$ cat src/rtl/pipe_mux_pkg.sv
// Shared constants and helpers for the pipelined N:1 mux tree.
package pipe_mux_pkg;

    localparam int DEF_WIDTH    = 16;
    localparam int DEF_CHANNELS = 4;
    localparam int COUNT_W      = 16;

    // Ceiling log2; a power-of-two channel count gives the exact tree depth.
    function automatic int clog2(input int value);
        int result;
        int v;
        result = 0;
        v      = value - 1;
        while (v > 0) begin
            result = result + 1;
            v      = v >> 1;
        end
        return result;
    endfunction

endpackage

$ cat src/rtl/pipe_mux_tree_if.sv
// Input stream, output stream and (with PIPE_MUX_COUNT_EN) counter read port
// of the pipelined mux tree, bundled with master/slave views.
interface pipe_mux_tree_if
    import pipe_mux_pkg::*;
#(
    parameter int WIDTH    = DEF_WIDTH,
    parameter int CHANNELS = DEF_CHANNELS
);
    localparam int LEVELS = clog2(CHANNELS);

    logic [CHANNELS*WIDTH-1:0] io_in_data;
    logic [LEVELS-1:0]         io_in_sel;
    logic                      io_in_valid;
    logic                      io_in_ready;
    logic [WIDTH-1:0]          io_out_data;
    logic [LEVELS-1:0]         io_out_sel;
    logic                      io_out_valid;
    logic                      io_out_ready;
`ifdef PIPE_MUX_COUNT_EN
    logic [LEVELS-1:0]         io_count_sel;
    logic [COUNT_W-1:0]        io_count;
`endif

    modport slave (
        input  io_in_data, io_in_sel, io_in_valid, io_out_ready,
        output io_in_ready, io_out_data, io_out_sel, io_out_valid
`ifdef PIPE_MUX_COUNT_EN
        , input io_count_sel, output io_count
`endif
    );

    modport master (
        output io_in_data, io_in_sel, io_in_valid, io_out_ready,
        input  io_in_ready, io_out_data, io_out_sel, io_out_valid
`ifdef PIPE_MUX_COUNT_EN
        , output io_count_sel, input io_count
`endif
    );

endinterface

$ cat src/rtl/pipe_mux_stage.sv
// One registered level of the mux tree: halves the word count using sel bit
// LEVEL and carries the full sel along with the item.
module pipe_mux_stage #(
    parameter int WIDTH = 16,
    parameter int N_IN  = 4,
    parameter int LEVEL = 0,
    parameter int SEL_W = 2
) (
    input  logic                        clock,
    input  logic                        reset,
    input  logic [N_IN*WIDTH-1:0]       up_data,
    input  logic [SEL_W-1:0]            up_sel,
    input  logic                        up_valid,
    output logic                        up_ready,
    output logic [(N_IN/2)*WIDTH-1:0]   dn_data,
    output logic [SEL_W-1:0]            dn_sel,
    output logic                        dn_valid,
    input  logic                        dn_ready
);
    localparam int N_OUT = N_IN / 2;

    logic [N_OUT*WIDTH-1:0] mux_data;
    logic [N_OUT*WIDTH-1:0] data_q, data_d;
    logic [SEL_W-1:0]       sel_q, sel_d;
    logic                   valid_q, valid_d;
    logic                   load;

    always_comb begin
        mux_data = '0;
        for (int i = 0; i < N_OUT; i++) begin
            mux_data[i*WIDTH +: WIDTH] = up_sel[LEVEL] ? up_data[(2*i+1)*WIDTH +: WIDTH]
                                                       : up_data[(2*i)*WIDTH +: WIDTH];
        end
    end

    // NOTE: every variable gets its hold value first so no path infers a latch.
    always_comb begin
        load    = !valid_q || dn_ready;
        valid_d = valid_q;
        data_d  = data_q;
        sel_d   = sel_q;
        if (load) begin
            valid_d = up_valid;
            // Payload only moves with a real item, so idle bubbles never disturb the output.
            if (up_valid) begin
                data_d = mux_data;
                sel_d  = up_sel;
            end
        end
    end

    // NOTE: non-blocking assignments make every flop sample pre-edge values.
    always_ff @(posedge clock) begin
        if (reset) begin
            valid_q <= 1'b0;
            data_q  <= '0;
            sel_q   <= '0;
        end else begin
            valid_q <= valid_d;
            data_q  <= data_d;
            sel_q   <= sel_d;
        end
    end

    assign up_ready = load;
    assign dn_data  = data_q;
    assign dn_sel   = sel_q;
    assign dn_valid = valid_q;

endmodule

$ cat src/rtl/pipe_mux_tree.sv
// Pipelined CHANNELS:1 mux tree with valid/ready flow control, one registered
// level per sel bit. Define PIPE_MUX_COUNT_EN for per-channel transfer counters.
module pipe_mux_tree
    import pipe_mux_pkg::*;
#(
    parameter int WIDTH    = DEF_WIDTH,
    parameter int CHANNELS = DEF_CHANNELS
) (
    input  logic            clock,
    input  logic            reset,
    pipe_mux_tree_if.slave  bus
);
    localparam int LEVELS = clog2(CHANNELS);

    genvar k;
    generate
        for (k = 0; k < LEVELS; k++) begin : g_lvl
            localparam int N_IN = CHANNELS >> k;

            logic [N_IN*WIDTH-1:0]     up_data;
            logic [LEVELS-1:0]         up_sel;
            logic                      up_valid;
            logic                      up_ready;
            logic [(N_IN/2)*WIDTH-1:0] dn_data;
            logic [LEVELS-1:0]         dn_sel;
            logic                      dn_valid;
            logic                      dn_ready;

            if (k == 0) begin : g_head
                assign up_data         = bus.io_in_data;
                assign up_sel          = bus.io_in_sel;
                assign up_valid        = bus.io_in_valid;
                assign bus.io_in_ready = up_ready;
            end else begin : g_link
                assign up_data  = g_lvl[k-1].dn_data;
                assign up_sel   = g_lvl[k-1].dn_sel;
                assign up_valid = g_lvl[k-1].dn_valid;
            end

            // The ready chain is combinational end to end so a full tree still streams 1/cycle.
            if (k == LEVELS - 1) begin : g_tail
                assign dn_ready         = bus.io_out_ready;
                assign bus.io_out_data  = dn_data;
                assign bus.io_out_sel   = dn_sel;
                assign bus.io_out_valid = dn_valid;
            end else begin : g_feed
                assign dn_ready = g_lvl[k+1].up_ready;
            end

            pipe_mux_stage #(
                .WIDTH (WIDTH),
                .N_IN  (N_IN),
                .LEVEL (k),
                .SEL_W (LEVELS)
            ) u_stage (
                .clock    (clock),
                .reset    (reset),
                .up_data  (up_data),
                .up_sel   (up_sel),
                .up_valid (up_valid),
                .up_ready (up_ready),
                .dn_data  (dn_data),
                .dn_sel   (dn_sel),
                .dn_valid (dn_valid),
                .dn_ready (dn_ready)
            );
        end
    endgenerate

`ifdef PIPE_MUX_COUNT_EN
    logic [COUNT_W-1:0] count_q [CHANNELS];
    logic [COUNT_W-1:0] count_d [CHANNELS];

    always_comb begin
        count_d = count_q;
        if (bus.io_out_valid && bus.io_out_ready && (count_q[bus.io_out_sel] != '1)) begin
            count_d[bus.io_out_sel] = count_q[bus.io_out_sel] + 1'b1;
        end
    end

    always_ff @(posedge clock) begin
        if (reset) begin
            for (int i = 0; i < CHANNELS; i++) count_q[i] <= '0;
        end else begin
            count_q <= count_d;
        end
    end

    assign bus.io_count = count_q[bus.io_count_sel];
`endif

endmodule

$ cat src/flat_wrapper.sv
// flat-port wrapper written by rule: the top's interface ports become plain ports
module pipe_mux_tree_flat import pipe_mux_pkg::*;
#(
    parameter int WIDTH    = DEF_WIDTH,
    parameter int CHANNELS = DEF_CHANNELS
)
  (clock, reset, bus_io_in_data, bus_io_in_sel, bus_io_in_valid, bus_io_out_ready, bus_io_in_ready, bus_io_out_data, bus_io_out_sel, bus_io_out_valid);
  pipe_mux_tree_if #(.WIDTH(WIDTH), .CHANNELS(CHANNELS)) bus_i ();
  input  logic clock;
  input  logic reset;
  input wire logic [$bits(bus_i.io_in_data)-1:0] bus_io_in_data;
  input wire logic [$bits(bus_i.io_in_sel)-1:0] bus_io_in_sel;
  input wire logic [$bits(bus_i.io_in_valid)-1:0] bus_io_in_valid;
  input wire logic [$bits(bus_i.io_out_ready)-1:0] bus_io_out_ready;
  output wire logic [$bits(bus_i.io_in_ready)-1:0] bus_io_in_ready;
  output wire logic [$bits(bus_i.io_out_data)-1:0] bus_io_out_data;
  output wire logic [$bits(bus_i.io_out_sel)-1:0] bus_io_out_sel;
  output wire logic [$bits(bus_i.io_out_valid)-1:0] bus_io_out_valid;
  assign bus_i.io_in_data = bus_io_in_data;
  assign bus_i.io_in_sel = bus_io_in_sel;
  assign bus_i.io_in_valid = bus_io_in_valid;
  assign bus_i.io_out_ready = bus_io_out_ready;
  assign bus_io_in_ready = bus_i.io_in_ready;
  assign bus_io_out_data = bus_i.io_out_data;
  assign bus_io_out_sel = bus_i.io_out_sel;
  assign bus_io_out_valid = bus_i.io_out_valid;
  pipe_mux_tree #(.WIDTH(WIDTH), .CHANNELS(CHANNELS)) u_core (.clock(clock), .reset(reset), .bus(bus_i));
endmodule
$ cat config.mk
export PLATFORM = sky130hd
export DESIGN_NAME = pipe_mux_tree_flat
export DESIGN_NICKNAME = d
export VERILOG_FILES = /design/src/rtl/pipe_mux_pkg.sv /design/src/rtl/pipe_mux_tree_if.sv /design/src/rtl/pipe_mux_stage.sv /design/src/rtl/pipe_mux_tree.sv /design/src/flat_wrapper.sv
export SDC_FILE = /design/constraint.sdc
export NUM_CORES = 1
export LEC_CHECK = 0
export BUFFER_PORTS_ARGS = -buffer_cell sky130_fd_sc_hd__buf_4
export CAP_MARGIN = 20
export CORE_AREA = 2 2 120 76
export CTS_CLUSTER_SIZE = 24
export DETAILED_ROUTE_END_ITERATION = 12
export DIE_AREA = 0 0 122 78
export PLACE_DENSITY = 0.58
export SLEW_MARGIN = 10
export SYNTH_ARGS = -nofsm -noshare
export SYNTH_HDL_FRONTEND = slang
export SYNTH_SLANG_ARGS = --single-unit
$ cat constraint.sdc
create_clock -name clock -period 2.9 [get_ports clock]
set_input_delay 0.435 -clock clock [delete_from_list [all_inputs] [get_ports clock]]
set_output_delay 0.435 -clock clock [all_outputs]
set_load 0.02 [all_outputs]
==> results of run 1 <==
-- cells in the mapped netlist --
master                     count
sky130_fd_sc_hd__dfxtp_1      54
sky130_fd_sc_hd__nor2_2        1
sky130_fd_sc_hd__o21ai_0       2
sky130_fd_sc_hd__nand3b_2      1
sky130_fd_sc_hd__inv_1         2
sky130_fd_sc_hd__a21oi_1      52
sky130_fd_sc_hd__mux2i_1      50
sky130_fd_sc_hd__and2b_4       1
sky130_fd_sc_hd__buf_6         1
sky130_fd_sc_hd__nand2b_1      5
sky130_fd_sc_hd__buf_2         7
sky130_fd_sc_hd__buf_4        10
sky130_fd_sc_hd__nand3_1       2
sky130_fd_sc_hd__clkbuf_1      9
sky130_fd_sc_hd__a21oi_4       1
sky130_fd_sc_hd__a211oi_1     48
-- metal layers --
layer | GRT usage (%) | vias to the layer above | wire length [µm]
met3 | 3.309 | 5 | 476
met5 | 0 | - | 0
met1 | 21.03 | 930 | 3420
met2 | 19.16 | 64 | 2591
met4 | 2.759 | 0 | 42
li1 | - | 1070 | -
-- registers in the layout, indices dropped and copies added (netlist names) --
signal and cells:
u_core.g_lvl.u_stage.dn_data 48, u_core.g_lvl.u_stage.dn_valid 2, u_core.g_lvl.u_stage.dn_sel 4
-- stage by stage --
step                      total power, mW  setup WS [ns]
after floorplan                     1.023          1.578
after global placement              1.152         0.9958
after detailed placement            1.158         0.9260
after CTS                           1.753         0.7459
after global routing                1.808         0.6283
final                               1.733         0.7398
-- cells by family (layout without fill, tap and decap cells) --
kind of cell / Yosys count / after routing / synth area share [%]
AO/OA/AOI/OAI: 103 / 103 / 26.30
flip-flops: 54 / 54 / 43.95
buffers and inverters: 29 / 101 / 6.612
multiplexers: 50 / 50 / 20.35
AND/OR/NAND/NOR: 10 / 10 / 2.798
-- worst max path at each step --
stage                                           from                                 end  slack [ns]  cells after the start
floorplan                           bus_io_out_ready                     bus_io_in_ready        1.58                      2
global placement                     bus_io_in_valid   u_core.g_lvl[0].u_stage.dn_sel[1]         1.0                      4
detailed placement                   bus_io_in_valid  u_core.g_lvl[0].u_stage.dn_data[2]        0.93                      4
CTS                 u_core.g_lvl[0].u_stage.dn_valid                     bus_io_in_ready        0.75                      3
global route        u_core.g_lvl[0].u_stage.dn_valid                     bus_io_in_ready        0.63                      3
finish              u_core.g_lvl[0].u_stage.dn_valid                     bus_io_in_ready        0.74                      3
-- power groups by stage --
stage / clock network (mW) / logic (mW) / registers [mW]
after detailed placement: 0 / 0.309 / 0.849
after CTS: 0.612 / 0.309 / 0.832
after global placement: 0 / 0.303 / 0.849
after global routing: 0.634 / 0.334 / 0.839
after floorplan: 0 / 0.166 / 0.857
final: 0.595 / 0.305 / 0.833
-- layout make-up --
cell class / count / share of cell area [%]
sequential: 54 / 33.00
inverter: 2 / 0.2292
timing repair buffer: 91 / 20.86
tap: 112 / 4.278
clock inverter: 1 / 0.1528
clock buffer: 7 / 4.354
multi-input combinational: 163 / 37.13
-- layout by cell type, fill, tap and decap left out, types with 2 or more instances in the layout --
cell,Yosys,final
sky130_fd_sc_hd__buf_4,10,91
sky130_fd_sc_hd__dfxtp_1,54,54
sky130_fd_sc_hd__a21oi_1,52,52
sky130_fd_sc_hd__mux2i_1,50,50
sky130_fd_sc_hd__a211oi_1,48,48
sky130_fd_sc_hd__nand2b_1,5,5
sky130_fd_sc_hd__clkbuf_16,0,5
sky130_fd_sc_hd__inv_1,2,2
sky130_fd_sc_hd__nand3_1,2,2
sky130_fd_sc_hd__o21ai_0,2,2
-- worst register-to-register path: cells and delay by family (launching register included) --
kind | cells | cell delay (ns)
buffers and inverters | 1 | 0.22
and+or+nand+nor | 1 | 0.57
DFF | 1 | 0.84
AOI/OAI and AO/OA | 1 | 0.17
==> out/metrics.csv, run 1 <==
metric;value;unit
run_status;finished clean;
grt_first_pass_wirelength;10.18;mm
critical_path.most_common_cell;sky130_fd_sc_hd__buf_4;
timing.max_cap.violations;0;
die_y;78;µm
number_of_global_route_vias_before_repair;1978;
unrepaired_setup_endpoints_after_global_routing;false;
cp.buffers_inverters;2;
vias_per_cell;4.812;
rows;26;
timing.max_slew.rel_slack;36.56;%
post_layout_nonfiller_instances;430;
finalWirelength;6.530;mm
start_kind;flip-flop;
hold_critical_path_endpoint;u_core.g_lvl[0].u_stage.dn_sel[1];
report.final.hold_viol_count;0;
drt_first_iter_violations;210;
swShare;25.31;%
cts_buffer_depth;2;
post-dp-hpwl;4.643;mm
buffer_ports.inserted;89;
power.share.combinational;17.6;%
ant_nets;0;
wl_per_cell;15.19;µm
layout-drive-gt1-share;32.08;%
worst-setup-path-type;reg -> out;
multiInputGateArea;0.001216;mm²
switching_power;0.4387;mW
dpl.cell_count;422;
p_clk_share;34.3;%
placedInstanceArea;0.003128;mm²
critical-path-top-delay-family;flip-flops;
worst_ep_arrival_time;1.73;ns
gp_routability_congestion;0.7257;
postSynthNetCount;316;
timing.critical_path.slowest_cell_delay;0.84;ns
summed_instance_area_of_the_synthesized_netlist;0.002460;mm²
crit_path_max_fanout;34;
grt-ovfl-total;0;
layout.filler_cells;835;
layout.area.seq;0.001081;mm²
worst-r2r-cell-count;3;
initial_core_util;29.65;%
reg2reg_slack;0.96;ns
cells_after_synthesis;246;
htree_num_levels;2;
capturing_element_type_of_the_critical_path;output port;
fin_area;0.003276;mm²
synth_top_area_cell;sky130_fd_sc_hd__dfxtp_1;
report.final.slew_viol_count;0;
worstPathCellList;nand3b_2, buf_4, buf_4;
clock_sink_count;54;
drt-pass1-iter-count;4;
globalRouteTotalUtil;13.72;%
post-route-drc-count;0;
setup_tns;0;ns
internal-power;1.295;mW
final_core_utilization;39.49;%
timing.fmax;462.9;MHz
power_per_cell_area;529.2;mW/mm²
io-pin-count;90;
hold_buffers;0;
chipWidth;122;µm
nNetsFinal;387;
rr_endpoint;u_core.g_lvl[1].u_stage.dn_data[6];
hold-path-cell-count;3;
num_antenna_cells;0;
pwr-share-seq;48.0;%
post_synth_num_cell_types;16;
cts_repair_resize_count;0;
worstHoldPathType;in -> reg;
grt_antenna_before_repair;0;
clk_root_buffer_cell;sky130_fd_sc_hd__clkbuf_16;
max_slew.worst_pin.slew;0.9494;ns
path_clk_slew;0.06;ns
synthesis.yosys.warnings;0;
syn_to_final_growth;33.16;%
launch_instance_of_the_worst_register_to_register_path;u_core.g_lvl[0].u_stage.dn_valid;
clk-insertion-delay-late;0.29;ns
grt_start_max_net_pins;57;
post-cts-setup-buffer-count;0;
clock_period_minus_final_worst_setup_slack;2.160;ns
worst-endpoint-required;2.47;ns
average_cell_area_after_synthesis;9.999;µm²
finalClockSkew;0.002878;ns
synth_top_area_share;43.95;%
hold_path.startpoint;bus_io_in_sel[1];
max-vdd-ir-drop;0.2636;mV
synth_seq_cells;54;
inserted_clock_buffers;5;
synth_sequential_area_ratio;43.95;%
leakage_power;1.371;nW
min_period_over_period;74.49;%
finalHoldWorstSlack;0.4154;ns
netlist_top_cells_area;sky130_fd_sc_hd__dfxtp_1 44%, sky130_fd_sc_hd__mux2i_1 20%, sky130_fd_sc_hd__a211oi_1 15%;
finalSetupViolations;0;
fp.dieArea;0.009516;mm²
detailroute.via_count;2069;
critical-path-slowest-cell;sky130_fd_sc_hd__dfxtp_1;
floorplan.core_area;0.008295;mm²
cts_tree;built;
No activity file was read; power rests on OpenSTA's default activity.
==> inputs of run 2 (changes only) <==
--- a/config.mk
+++ b/config.mk
@@ -5,13 +5,14 @@
 export SDC_FILE = /design/constraint.sdc
 export NUM_CORES = 1
 export LEC_CHECK = 0
+export ABC_AREA = 1
 export BUFFER_PORTS_ARGS = -buffer_cell sky130_fd_sc_hd__buf_4
 export CAP_MARGIN = 20
-export CORE_AREA = 2 2 120 76
+export CORE_AREA = 2 2 128 80
 export CTS_CLUSTER_SIZE = 24
 export DETAILED_ROUTE_END_ITERATION = 12
-export DIE_AREA = 0 0 122 78
-export PLACE_DENSITY = 0.58
+export DIE_AREA = 0 0 130 82
+export PLACE_DENSITY = 0.57
 export SLEW_MARGIN = 10
 export SYNTH_ARGS = -nofsm -noshare
 export SYNTH_HDL_FRONTEND = slang
==> constraint.sdc (replaced) <==
create_clock -name clock -period 2 [get_ports clock]
set_input_delay 0.3 -clock clock [delete_from_list [all_inputs] [get_ports clock]]
set_output_delay 0.3 -clock clock [all_outputs]
set_load 0.02 [all_outputs]
==> out/metrics.csv, run 2 <==
metric;value;unit
htree_num_levels;2;
ant_nets;0;
pwr-share-seq;47.0;%
run_status;finished clean;
finalWirelength;7.228;mm
capturing_element_type_of_the_critical_path;flip-flop;
post-cts-setup-buffer-count;0;
floorplan.core_area;0.009564;mm²
vias_per_cell;4.050;
report.final.slew_viol_count;0;
globalRouteTotalUtil;14.35;%
place_worst_setup_slack;0.5122;ns
finalHoldWorstSlack;0.1874;ns
layout.area.seq;0.001081;mm²
timing.max_slew.rel_slack;58.19;%
finalWorstSetupSlack;0.6294;ns
synth_top_area_cell;sky130_fd_sc_hd__dfxtp_1;
path_clk_slew;0.07;ns
buffer_ports.inserted;89;
nNetsFinal;619;
final_cell_mix;211 x sky130_fd_sc_hd__nand2_1, 102 x sky130_fd_sc_hd__nor2_1, 96 x sky130_fd_sc_hd__buf_4, 54 x sky130_fd_sc_hd__dfxtp_1, 51 x sky130_fd_sc_hd__inv_1;
worstHoldPathType;in -> reg;
report.final.hold_viol_count;0;
finalClockSkew;0.003464;ns
cts_repair_resize_count;0;
detailroute.via_count;2770;
synth_top_area_share;39.01;%
wl_per_cell;10.57;µm
rows;28;
synth_edf_count;0;
layout.filler_cells;1075;
postSynthNetCount;542;
swShare;27.31;%
asyncSetResetFlopFracSynth;0;%
cts_buffer_depth;2;
clock_period_minus_final_worst_setup_slack;1.371;ns
netlist_top_cells_area;sky130_fd_sc_hd__dfxtp_1 39%, sky130_fd_sc_hd__nand2_1 29%, sky130_fd_sc_hd__nor2_1 14%;
grt-ovfl-total;0;
grt_start_max_net_pins;37;
synth_common_cells;211 x sky130_fd_sc_hd__nand2_1, 102 x sky130_fd_sc_hd__nor2_1, 54 x sky130_fd_sc_hd__dfxtp_1;
layout_commonest_cell;sky130_fd_sc_hd__nand2_1;
power_per_cell_area;701.0;mW/mm²
fin_area;0.003626;mm²
max-vdd-ir-drop;0.3621;mV
start_kind;flip-flop;
critical_path.most_common_cell;sky130_fd_sc_hd__nor2_1;
finalSetupViolations;0;
setup_tns;0;ns
initial_core_util;28.98;%
synth_sequential_area_ratio;39.01;%
switching_power;0.6943;mW
cts_tree;built;
io-pin-count;90;
syn_to_final_growth;30.84;%
post-route-drc-count;0;
num_antenna_cells;0;
min_period_over_period;68.53;%
worst-setup-path-type;reg -> reg;
average_cell_area_after_synthesis;5.872;µm²
clk-insertion-delay-late;0.28;ns
dominantRegCellSynth;sky130_fd_sc_hd__dfxtp_1;
post_synth_num_cell_types;18;
summed_instance_area_of_the_synthesized_netlist;0.002771;mm²
worstPathCellList;nand2_1, nand2_2, inv_1, nor2_1, nor2_1;
p_clk_share;32.3;%
timing.critical_path.slowest_cell_delay;0.48;ns
layout-drive-gt1-share;18.94;%
number_of_global_route_vias_before_repair;2598;
grt_antenna_before_repair;0;
die_y;82;µm
internal-power;1.848;mW
clock_sink_count;54;
max_slew.worst_pin.slew;0.6250;ns
crit_path_max_fanout;36;
chipWidth;130;µm
synth_most_common_cell;sky130_fd_sc_hd__nand2_1;
fp.dieArea;0.01066;mm²
unrepaired_setup_endpoints_after_global_routing;false;
power.share.combinational;20.7;%
synthesis.yosys.warnings;0;
timing.max_cap.violations;0;
placedInstanceArea;0.003493;mm²
critical-path-slowest-cell;sky130_fd_sc_hd__nand2_2;
gp_routability_congestion;0.7722;
leakage_power;1.988;nW
post-dp-hpwl;5.346;mm
timing.fmax;729.6;MHz
synth_seq_cells;54;
hold_buffers;0;
worst-endpoint-required;2.17;ns
drt-pass1-iter-count;4;
largest_register_ffs;48;
grt_first_pass_wirelength;12.08;mm
multiInputGateArea;0.001328;mm²
drt_first_iter_violations;211;
clk_root_buffer_cell;sky130_fd_sc_hd__clkbuf_16;
cells_after_synthesis;472;
inserted_clock_buffers;5;
worst_ep_arrival_time;1.54;ns
-- run 2: changes by cell type after synthesis, moves of 2 or more --
cell                       change
sky130_fd_sc_hd__a211oi_1     -48
sky130_fd_sc_hd__inv_1        +49
sky130_fd_sc_hd__buf_4         -7
sky130_fd_sc_hd__buf_1         +3
sky130_fd_sc_hd__o21ai_0      +15
sky130_fd_sc_hd__clkbuf_1      -6
sky130_fd_sc_hd__nand2b_1      -5
sky130_fd_sc_hd__nor2_1      +102
sky130_fd_sc_hd__a21oi_1      -48
sky130_fd_sc_hd__buf_2         +3
sky130_fd_sc_hd__nand2_1     +211
sky130_fd_sc_hd__mux2i_1      -50
sky130_fd_sc_hd__buf_6         +5
sky130_fd_sc_hd__nand2_2       +2
-- run 2: worst max-delay path, delay by kind of cell, from the launching register on --
kind / cells / cell delay [ns]
buf+inv: 1 / 0.12
flops: 1 / 0.40
simple gates: 4 / 0.75
-- run 2: power groups by stage --
stage	combinational (mW)	sequential, mW	clock (mW)
3_3_place_gp	0.525	1.22	0
6_report	0.527	1.20	0.820
2_1_floorplan	0.298	1.24	0
3_5_place_dp	0.532	1.22	0
5_1_grt	0.609	1.20	0.889
4_1_cts	0.535	1.20	0.844
-- run 2: per-layer routing --
layer | global-route usage [%] | part of all wire [%] | vias to the layer above
met2 | 21.78 | 40 | 71
met1 | 21.21 | 53 | 1176
met4 | 1.935 | 0.26 | 0
li1 | - | - | 1521
met3 | 3.192 | 7.0 | 2
met5 | 0 | 0 | -
-- run 2: worst paths after layout --
| kind | to | slack (ns) | depth (start not counted) | start |
|---|---|---|---|---|
| setup reg to reg | u_core.g_lvl[1].u_stage.dn_sel[0] | 0.63 | 5 | u_core.g_lvl[1].u_stage.dn_valid |
| setup / recovery | u_core.g_lvl[1].u_stage.dn_sel[0] | 0.63 | 5 | u_core.g_lvl[1].u_stage.dn_valid |
| hold reg to reg | u_core.g_lvl[1].u_stage.dn_sel[0] | 0.49 | 2 | u_core.g_lvl[1].u_stage.dn_sel[0] |
| hold / removal | u_core.g_lvl[0].u_stage.dn_valid | 0.19 | 2 | reset |
-- run 2: area by class of cell --
cell class / instances / area share, %
multi-input cells: 340 / 36.61
flip-flops and latches: 54 / 29.81
repair buffers: 96 / 19.88
inverters: 52 / 5.383
well taps: 135 / 4.658
clock buffers: 7 / 3.658
-- run 2: through the flow --
step	utilization, %	cells	power, mW
final	37.91	684	2.542
after global routing	37.91	684	2.702
after CTS	37.91	684	2.575
after detailed placement	36.53	677	1.752
after global placement	36.53	677	1.743
after floorplan	-	472	1.541
-- run 2: cells by family (layout without fill, tap and decap cells) --
group	Yosys count	count (layout)	share of synthesized area, %
simple gates	318	318	43.93
flops	54	54	39.01
compound gates	22	22	3.973
buf+inv	78	155	13.09
==> inputs of run 3 (changes only) <==
==> constraint.sdc (replaced) <==
create_clock -name clock -period 1.3 [get_ports clock]
set_input_delay 0.195 -clock clock [delete_from_list [all_inputs] [get_ports clock]]
set_output_delay 0.195 -clock clock [all_outputs]
set_load 0.02 [all_outputs]
==> out/metrics.csv, run 3 (same netlist as run 2, synthesis figures left out) <==
metric;value;unit
worst-r2r-cell-count;5;
rows;28;
timing.max_slew.rel_slack;76.23;%
finalWirelength;7.414;mm
vias_per_cell;4.015;
worst-setup-path-type;reg -> out;
unrepaired_setup_endpoints_after_global_routing;false;
cts_tree;built;
max-vdd-ir-drop;0.5601;mV
fp.dieArea;0.01066;mm²
routedLengthMet1;3.953;mm
grt-ovfl-total;0;
capturing_element_type_of_the_critical_path;output port;
number_of_global_route_vias_before_repair;2601;
finalWorstSetupSlack;0.04797;ns
path_clk_slew;0.07;ns
detailroute.via_count;2762;
finalSetupViolations;0;
launch_instance_of_the_worst_register_to_register_path;u_core.g_lvl[1].u_stage.dn_valid;
highest-signal-layer;met4;
globalRouteTotalUtil;14.56;%
syn_to_final_growth;35.94;%
length_of_routed_met2_wiring;2.933;mm
layout-drive-gt1-share;20.25;%
num_antenna_cells;0;
max_slew.worst_pin.slew;0.3566;ns
hold_buffers;0;
report.final.slew_viol_count;0;
grt_antenna_before_repair;0;
crit_end;bus_io_in_ready;
rr_endpoint;u_core.g_lvl[0].u_stage.dn_data[23];
timing.max_cap.violations;0;
worstHoldPathType;in -> reg;
nNetsFinal;622;
placedInstanceArea;0.003566;mm²
largest_register_ffs;48;
crit_path_max_fanout;6;
worst_setup_path_startpoint;u_core.g_lvl[1].u_stage.dn_valid;
clock_period_minus_final_worst_setup_slack;1.252;ns
wl_per_cell;10.78;µm
post-cts-setup-buffer-count;0;
timing.fmax;798.7;MHz
buffer_ports.inserted;89;
die_y;82;µm
fin_area;0.003767;mm²
clk-insertion-delay-late;0.29;ns
clk_root_buffer_cell;sky130_fd_sc_hd__clkbuf_16;
initial_core_util;28.98;%
layout_commonest_cell;sky130_fd_sc_hd__nand2_1;
drt-pass1-iter-count;4;
report.final.hold_viol_count;0;
clock_sink_count;54;
min_period_over_period;96.31;%
gp_routability_congestion;0.7810;
grt_start_max_net_pins;35;
worst-endpoint-required;1.11;ns
finalClockSkew;0.007791;ns
place_worst_setup_slack;0.1251;ns
htree_num_levels;2;
power_per_cell_area;1181;mW/mm²
inserted_clock_buffers;5;
post-route-drc-count;0;
ant_nets;0;
worst_ep_arrival_time;1.06;ns
finalHoldWorstSlack;0.06574;ns
io-pin-count;90;
chipWidth;130;µm
setup_tns;0;ns
post-dp-hpwl;5.558;mm
routed-wl-met3;484;µm
final_cell_mix;211 x sky130_fd_sc_hd__nand2_1, 102 x sky130_fd_sc_hd__nor2_1, 95 x sky130_fd_sc_hd__buf_4, 52 x sky130_fd_sc_hd__dfxtp_1, 51 x sky130_fd_sc_hd__inv_1;
grt_first_pass_wirelength;12.13;mm
floorplan.core_area;0.009564;mm²
reg2reg_slack;0.17;ns
leakage_power;2.053;nW
start_kind;flip-flop;
run_status;finished clean;
cts_buffer_depth;2;
drt_first_iter_violations;142;
run 3: cell type report:
cell class / count / area (µm²)
fill: 1055 / 5797
multi-input combinational: 340 / 1328
sequential: 54 / 1084
timing repair buffer: 99 / 793.3
inverter: 52 / 195.2
tap: 135 / 168.9
clock buffer: 6 / 138.9
clock inverter: 2 / 60.06
run 3: power by group:
part | leakage, nW | switching [mW] | total [mW] | internal [mW]
Sequential | 0.448 | 0.0597 | 1.84 | 1.78
Clock | 0.0971 | 0.612 | 1.77 | 1.16
Combinational | 1.51 | 0.460 | 0.841 | 0.382
Total | 2.05 | 1.13 | 4.45 | 3.32
run 3: worst max-delay path, cell delays in order (launching register included):
cell and delay [ns]:
sky130_fd_sc_hd__dfxtp_2 0.37, sky130_fd_sc_hd__nand3_4 0.08, sky130_fd_sc_hd__buf_4 0.16, sky130_fd_sc_hd__buf_4 0.15
run 3: worst min path at each step:
stage               start  slack (ns)  cells after the start                          endpoint
floorplan           reset        0.26                      1  u_core.g_lvl[0].u_stage.dn_valid
global placement    reset        0.39                      2  u_core.g_lvl[1].u_stage.dn_valid
detailed placement  reset        0.38                      2  u_core.g_lvl[1].u_stage.dn_valid
CTS                 reset        0.06                      2  u_core.g_lvl[1].u_stage.dn_valid
global route        reset        0.06                      2  u_core.g_lvl[1].u_stage.dn_valid
finish              reset        0.07                      2  u_core.g_lvl[1].u_stage.dn_valid
run 3: through the flow:
step	util, %	total power [mW]	instances
floorplan	-	2.370	472
global placement	37.28	2.713	680
detailed placement	37.28	2.729	680
CTS	39.38	4.502	688
global route	39.39	4.695	688
finish	39.39	4.449	688
run 3: layer usage:
metal	vias to the layer above	GRT usage [%]
li1	1526	-
met1	1154	20.78
met2	77	22.41
met3	5	3.388
met4	0	3.011
met5	-	0
run 3: repair_timing:
item / in CTS / in global routing
hold endpoints to repair: 0 / 0
resized for setup: 1 / 1
setup endpoints to repair: 1 / 1
